--- src/rtl/ps2_pkg.sv ---
// Shared PS/2 definitions: transmitter state encoding, frame length and the
// odd-parity helper used by both bus directions.
package ps2_pkg;

  localparam int unsigned PS2_FRAME_BITS = 11;

  typedef enum logic [2:0] {
    IDLE,
    INHIBIT,
    REQ,
    XFER,
    ACK,
    WAIT_IDLE,
    DONE,
    ERR
  } ps2_tx_state_t;

  function automatic logic odd_parity(input logic [7:0] data);
    return ~^data;
  endfunction

endpackage

--- src/rtl/ps2_line_sync.sv ---
// Two-flop synchroniser for one raw PS/2 line plus a registered falling-edge
// strobe; shared by the host transmitter and the keyboard receiver.
module ps2_line_sync (
  input  logic clk,
  input  logic reset,
  input  logic line_in,
  output logic line_sync,
  output logic line_fall
);

  logic meta_q, meta_d;
  logic sync_q, sync_d;
  logic prev_q, prev_d;
  logic fall_q, fall_d;

  always_comb begin
    meta_d = line_in;
    sync_d = meta_q;
    prev_d = sync_q;
    fall_d = prev_q & ~sync_q;
  end

  // Lines idle high, so the history resets high to avoid a spurious fall.
  always_ff @(posedge clk) begin
    if (!reset) begin
      meta_q <= 1'b1;
      sync_q <= 1'b1;
      prev_q <= 1'b1;
      fall_q <= 1'b0;
    end else begin
      meta_q <= meta_d;
      sync_q <= sync_d;
      prev_q <= prev_d;
      fall_q <= fall_d;
    end
  end

  assign line_sync = sync_q;
  assign line_fall = fall_q;

endmodule

--- src/rtl/ps2_host_tx.sv ---
// Host-to-device PS/2 transmitter: inhibit, request-to-send, 11 device-clocked
// bits and ACK check. Both bus lines are open-drain (oe=1 pulls low).
module ps2_host_tx
  import ps2_pkg::*;
#(
  parameter int unsigned INHIBIT_CYCLES = 5000,
  parameter int unsigned TIMEOUT_CYCLES = 750000
) (
  input  logic       clk,
  input  logic       reset,
  input  logic       tx_valid,
  input  logic [7:0] tx_data,
  output logic       tx_ready,
  output logic       tx_done,
  output logic       tx_err,
  output logic       busy,
  input  logic       ps2_clk_in,
  input  logic       ps2_data_in,
  output logic       ps2_clk_oe,
  output logic       ps2_data_oe
);

  localparam int unsigned INH_W = $clog2(INHIBIT_CYCLES + 1);
  localparam int unsigned TO_W  = $clog2(TIMEOUT_CYCLES + 1);
  localparam logic [INH_W-1:0] INH_LAST = INH_W'(INHIBIT_CYCLES - 1);
  localparam logic [INH_W-1:0] INH_MAX  = INH_W'(INHIBIT_CYCLES);
  localparam logic [TO_W-1:0]  TO_LIMIT = TO_W'(TIMEOUT_CYCLES);
  localparam logic [3:0]       LAST_BIT = 4'(PS2_FRAME_BITS - 1);

  logic clk_sync, clk_fall;
  logic data_sync, data_fall;
  logic unused_data_fall;

  ps2_tx_state_t    state_q, state_d;
  logic [INH_W-1:0] inh_cnt_q, inh_cnt_d;
  logic [TO_W-1:0]  to_cnt_q, to_cnt_d;
  logic [3:0]       bit_cnt_q, bit_cnt_d;
  logic [7:0]       shift_q, shift_d;
  logic             parity_q, parity_d;
  logic             tx_ready_q, tx_ready_d;
  logic             tx_done_q, tx_done_d;
  logic             tx_err_q, tx_err_d;
  logic             busy_q, busy_d;
  logic             clk_oe_q, clk_oe_d;
  logic             data_oe_q, data_oe_d;
  logic [TO_W-1:0]  to_cnt_inc;

  ps2_line_sync u_clk_sync (
    .clk       (clk),
    .reset     (reset),
    .line_in   (ps2_clk_in),
    .line_sync (clk_sync),
    .line_fall (clk_fall)
  );

  ps2_line_sync u_data_sync (
    .clk       (clk),
    .reset     (reset),
    .line_in   (ps2_data_in),
    .line_sync (data_sync),
    .line_fall (data_fall)
  );

  assign unused_data_fall = data_fall;

  assign to_cnt_inc = (to_cnt_q == TO_LIMIT) ? to_cnt_q : to_cnt_q + 1'b1;

  always_comb begin
    state_d   = state_q;
    inh_cnt_d = inh_cnt_q;
    to_cnt_d  = to_cnt_q;
    bit_cnt_d = bit_cnt_q;
    shift_d   = shift_q;
    parity_d  = parity_q;
    data_oe_d = 1'b0;

    case (state_q)
      IDLE: begin
        if (tx_valid && tx_ready_q) begin
          shift_d   = tx_data;
          parity_d  = odd_parity(tx_data);
          inh_cnt_d = '0;
          bit_cnt_d = '0;
          state_d   = INHIBIT;
        end
      end
      INHIBIT: begin
        if (inh_cnt_q >= INH_LAST) begin
          state_d   = REQ;
          data_oe_d = 1'b1;
        end else if (inh_cnt_q != INH_MAX) begin
          inh_cnt_d = inh_cnt_q + 1'b1;
        end
      end
      REQ: begin
        to_cnt_d  = '0;
        data_oe_d = 1'b1;
        state_d   = XFER;
      end
      XFER: begin
        to_cnt_d  = to_cnt_inc;
        data_oe_d = data_oe_q;
        // Start bit stays driven until the first device fall; each fall then
        // presents the next bit for the device to sample on its rising edge.
        if (clk_fall) begin
          if (bit_cnt_q == LAST_BIT) begin
            data_oe_d = 1'b0;
            state_d   = ACK;
          end else begin
            bit_cnt_d = bit_cnt_q + 4'd1;
            if (bit_cnt_q < 4'd8) begin
              data_oe_d = ~shift_q[bit_cnt_q[2:0]];
            end else if (bit_cnt_q == 4'd8) begin
              data_oe_d = ~parity_q;
            end else begin
              data_oe_d = 1'b0;
            end
          end
        end
      end
      ACK: begin
        to_cnt_d = to_cnt_inc;
        state_d  = data_sync ? ERR : WAIT_IDLE;
      end
      WAIT_IDLE: begin
        to_cnt_d = to_cnt_inc;
        if (clk_sync && data_sync) begin
          state_d = DONE;
        end
      end
      DONE:    state_d = IDLE;
      ERR:     state_d = IDLE;
      default: state_d = IDLE;
    endcase

    if ((state_q inside {XFER, ACK, WAIT_IDLE}) && (to_cnt_d == TO_LIMIT)) begin
      state_d   = ERR;
      data_oe_d = 1'b0;
    end

    tx_ready_d = (state_d == IDLE);
    busy_d     = (state_d != IDLE);
    clk_oe_d   = (state_d == INHIBIT) || (state_d == REQ);
    tx_done_d  = (state_d == DONE);
    tx_err_d   = (state_d == ERR);
  end

  always_ff @(posedge clk) begin
    if (!reset) begin
      state_q    <= IDLE;
      inh_cnt_q  <= '0;
      to_cnt_q   <= '0;
      bit_cnt_q  <= '0;
      shift_q    <= '0;
      parity_q   <= 1'b0;
      tx_ready_q <= 1'b0;
      tx_done_q  <= 1'b0;
      tx_err_q   <= 1'b0;
      busy_q     <= 1'b0;
      clk_oe_q   <= 1'b0;
      data_oe_q  <= 1'b0;
    end else begin
      state_q    <= state_d;
      inh_cnt_q  <= inh_cnt_d;
      to_cnt_q   <= to_cnt_d;
      bit_cnt_q  <= bit_cnt_d;
      shift_q    <= shift_d;
      parity_q   <= parity_d;
      tx_ready_q <= tx_ready_d;
      tx_done_q  <= tx_done_d;
      tx_err_q   <= tx_err_d;
      busy_q     <= busy_d;
      clk_oe_q   <= clk_oe_d;
      data_oe_q  <= data_oe_d;
    end
  end

  assign tx_ready    = tx_ready_q;
  assign tx_done     = tx_done_q;
  assign tx_err      = tx_err_q;
  assign busy        = busy_q;
  assign ps2_clk_oe  = clk_oe_q;
  assign ps2_data_oe = data_oe_q;

endmodule

--- config.mk ---
export PLATFORM = sky130hd
export DESIGN_NAME = ps2_host_tx
export DESIGN_NICKNAME = d
export VERILOG_FILES = /design/src/rtl/ps2_pkg.sv /design/src/rtl/ps2_line_sync.sv /design/src/rtl/ps2_host_tx.sv
export SDC_FILE = /design/constraint.sdc
export NUM_CORES = 1
export LEC_CHECK = 0
export CAP_MARGIN = 20
export CORE_MARGIN = 1
export CORE_UTILIZATION = 30
export CTS_CLUSTER_SIZE = 30
export DETAILED_ROUTE_END_ITERATION = 7
export DONT_BUFFER_PORTS = 1
export SLEW_MARGIN = 20
export SYNTH_ARGS = -nofsm -noshare
export SYNTH_HDL_FRONTEND = slang
export SYNTH_SLANG_ARGS = --single-unit
--- constraint.sdc ---
create_clock -name clk -period 7.7 [get_ports clk]
set_input_delay 0.385 -clock clk [delete_from_list [all_inputs] [get_ports clk]]
set_output_delay 0.385 -clock clk [all_outputs]
set_load 0.01 [all_outputs]
==> flow_summary.yaml <==
run_status:
  status: "complete, no violations"
setup_path:
  end_kind: "register"
  critical_path_class: "register to register"
  setup.worst_path.start: "to_cnt_q[2]$_SDFF_PN0_"
  required_ns: 7.95
  rrSetupSlack_ns: 4.85
  critPathLaunchType: "register"
  cp.arrival_ns: 3.10
  r2r_start: "to_cnt_q[2]$_SDFF_PN0_"
  worstPathMaxFanout: 13
cells_and_area:
  nNetsFinal: 416
  area_growth_syn_to_layout_pct: 6.78
  drive_gt1_share_pct: 9.50
  fin_area_um2: 3610
  antenna_cells: 0
synthesis:
  async_flop_share_pct: 0
  syn_avg_cell_area_um2: 8.38
  synth.most_common_cell: "dfxtp_1"
  synth_cell_types: 63
  synthTopCellsByArea: "dfxtp_1 (36%), nor2_1 (6.3%), xnor2_1 (5.7%)"
  synth_compound_area_share_pct: 14.1
  synth_common_cells: "dfxtp_1 (61), nor2_1 (57), nand2_1 (36)"
  synth_top_family_by_area: "simple AND/OR/NAND/NOR gates"
  yosysTopAreaCell: "dfxtp_1"
  synth.area.mux_share_pct: 5.59
  synth_seq_cells: 61
  synth_cells: 403
  synth_edf_count: 0
  synth_top_flop_cell: "dfxtp_1"
  synth.net_count: 423
  yosysWarnings: 0
  synth_adder_area_share_pct: 2.59
  synthSimpleGateAreaFrac_pct: 29.0
  synthXorXnorAreaFrac_pct: 6.74
  syn-cell-area_um2: 3380
  yosysTopAreaCellShare_pct: 36.2
  synth_seq_area_share_pct: 36.2
global_routing:
  grt_overflow: 0
  grtUsageTotal_pct: 14.5
  grt_pass1_wl_mm: 13.0
  grt_max_degree: 28
  grt_pass1_vias: 2613
  grt_antenna_before_repair: 0
floorplan:
  start_util_pct: 31.0
  ios: 19
  dieArea_um2: 11700
  die_w_um: 108
  die_h_um: 108
  coreArea_um2: 10900
  fp-row-count: 38
clock_network:
  cts_buffers: 9
  cts_max_path_buffers: 2
  htree_num_levels: 3
  path_clk_slew_ns: 0.07
  cts_sinks: 61
  cts_hold_buf: 0
  cts_resized: 0
  cts_tree: "done"
  cts-root-buf: "clkbuf_8"
  post-cts-setup-buffers: 0
  clk_latency_ns: 0.35
route:
  ant_nets: 0
  drt_wl_total_mm: 7.78
  dr_total_vias: 2773
  drt_iter0_drc: 135
  drtPass1Iterations: 4
  drc: 0
  vias_per_cell: 5.14
  wl_per_cell_um: 14.4
placement:
  dp_slack_ns: 4.87
  io_buffers: 0
  place_hpwl_mm: 5.55
  place_congestion: 0.922
  placed_cell_area_um2: 3440
sta:
  min_period_over_period_pct: 37.0
  fin_tns_setup_ns: 0
  setup_ws_ns: 4.85
  final-max-slew-violation-count: 0
  period_needed_ns: 2.85
  hold_viol_final: 0
  tightest_slew_ns: 0.822
  fmax_mhz: 351
  slew_headroom_pct: 44.8
  rsz0062_at_grt: "false"
  setup_viol: 0
  fin_hold_ws_ns: 0.105
  skew_ns: 0.00593
worst_hold_path:
  min_from: "reset"
  hp-class: "input port to register"
pwr:
  ir_worst_vdd_v: 0.0000836
  power_mw: 0.615
  leakage_nw: 1.20
  power.density_nw_per_um2: 170
run:
  cap_violations: 0
[per-layer routing]
| metal | up-vias | global-route usage, % | share of wire, % |
|---|---|---|---|
| li1 | 1405 | - | - |
| met1 | 1294 | 17.5 | 46 |
| met2 | 63 | 23.2 | 48 |
| met3 | 11 | 4.94 | 4.7 |
| met4 | 0 | 6.56 | 1.6 |
| met5 | - | 0 | 0 |
[flip-flops by register name, summed over array words and instances, names as in the netlist, 3 cells and up]
| register | count |
|---|---|
| to_cnt_q | 20 |
| inh_cnt_q | 13 |
| shift_q | 8 |
| bit_cnt_q | 4 |
| state_q | 3 |
[placed cells by master, fill, tap and decap left out, drive strengths merged, types with 4 or more instances in the layout]
master  Yosys  final
dfxtp      61     61
clkbuf     19     11
a31oi      10     10
mux2i      11     11
nor2       57     57
nand2      36     36
xor2        4      4
nor2b       4      4
nand3b      4      4
nor3        9      9
xnor2      22     22
nand4       9      9
a21oi      19     19
ha          7      7
nand3      15     15
and2        7      7
nor4        9      9
nand2b     10     10
inv        13     13
o21a        5      5
o21ai      12     12
and3        8      8
[power breakdown]
part / internal (mW) / switching [mW] / total, mW / leakage, nW
logic: 0.0158 / 0.0200 / 0.0359 / 0.622
clock network: 0.122 / 0.128 / 0.250 / 0.0812
registers: 0.322 / 0.00604 / 0.328 / 0.494
total: 0.460 / 0.154 / 0.615 / 1.20
[cell families (layout without fill, tap and decap cells)]
| group | after synthesis | in the layout |
|---|---|---|
| compound gates | 69 | 69 |
| flops | 61 | 61 |
| fa+ha+maj | 7 | 7 |
| mux | 16 | 16 |
| buf+inv | 35 | 32 |
| xor+xnor | 26 | 26 |
| simple gates | 189 | 189 |
[worst max-delay path, stage by stage, from the launching register on]
cell      delay, ns
dfxtp_1        0.40
or4b_1         0.55
or4_4          0.52
o21a_4         0.27
a211o_1        0.32
a211oi_2       0.24
nand4_2        0.21
and3b_1        0.24
[through the flow]
| step | util [%] | cells |
|---|---|---|
| 2_1_floorplan | - | 403 |
| 3_3_place_gp | 31.6 | 525 |
| 3_5_place_dp | 31.6 | 525 |
| 4_1_cts | 33.1 | 540 |
| 5_1_grt | 33.1 | 540 |
| 6_report | 33.1 | 540 |
[path summary, 6_finish.rpt]
path	to	cells after the start
setup / recovery	tx_done$_SDFF_PN0_	7
hold / removal	u_data_sync.meta_q$_SDFF_PN1_	1
setup reg to reg	tx_done$_SDFF_PN0_	7
hold reg to reg	u_clk_sync.line_fall$_SDFF_PN0_	2
[cell type report]
class	instances	area, µm²
Clock buffer	11	141
Fill cell	1126	7280
Inverter	14	52.6
Multi-Input combinational cell	307	1970
Clock inverter	4	25.0
Sequential cell	61	1220
Timing Repair Buffer	3	22.5
Tap cell	140	175
(Power assumes the default switching activity.)
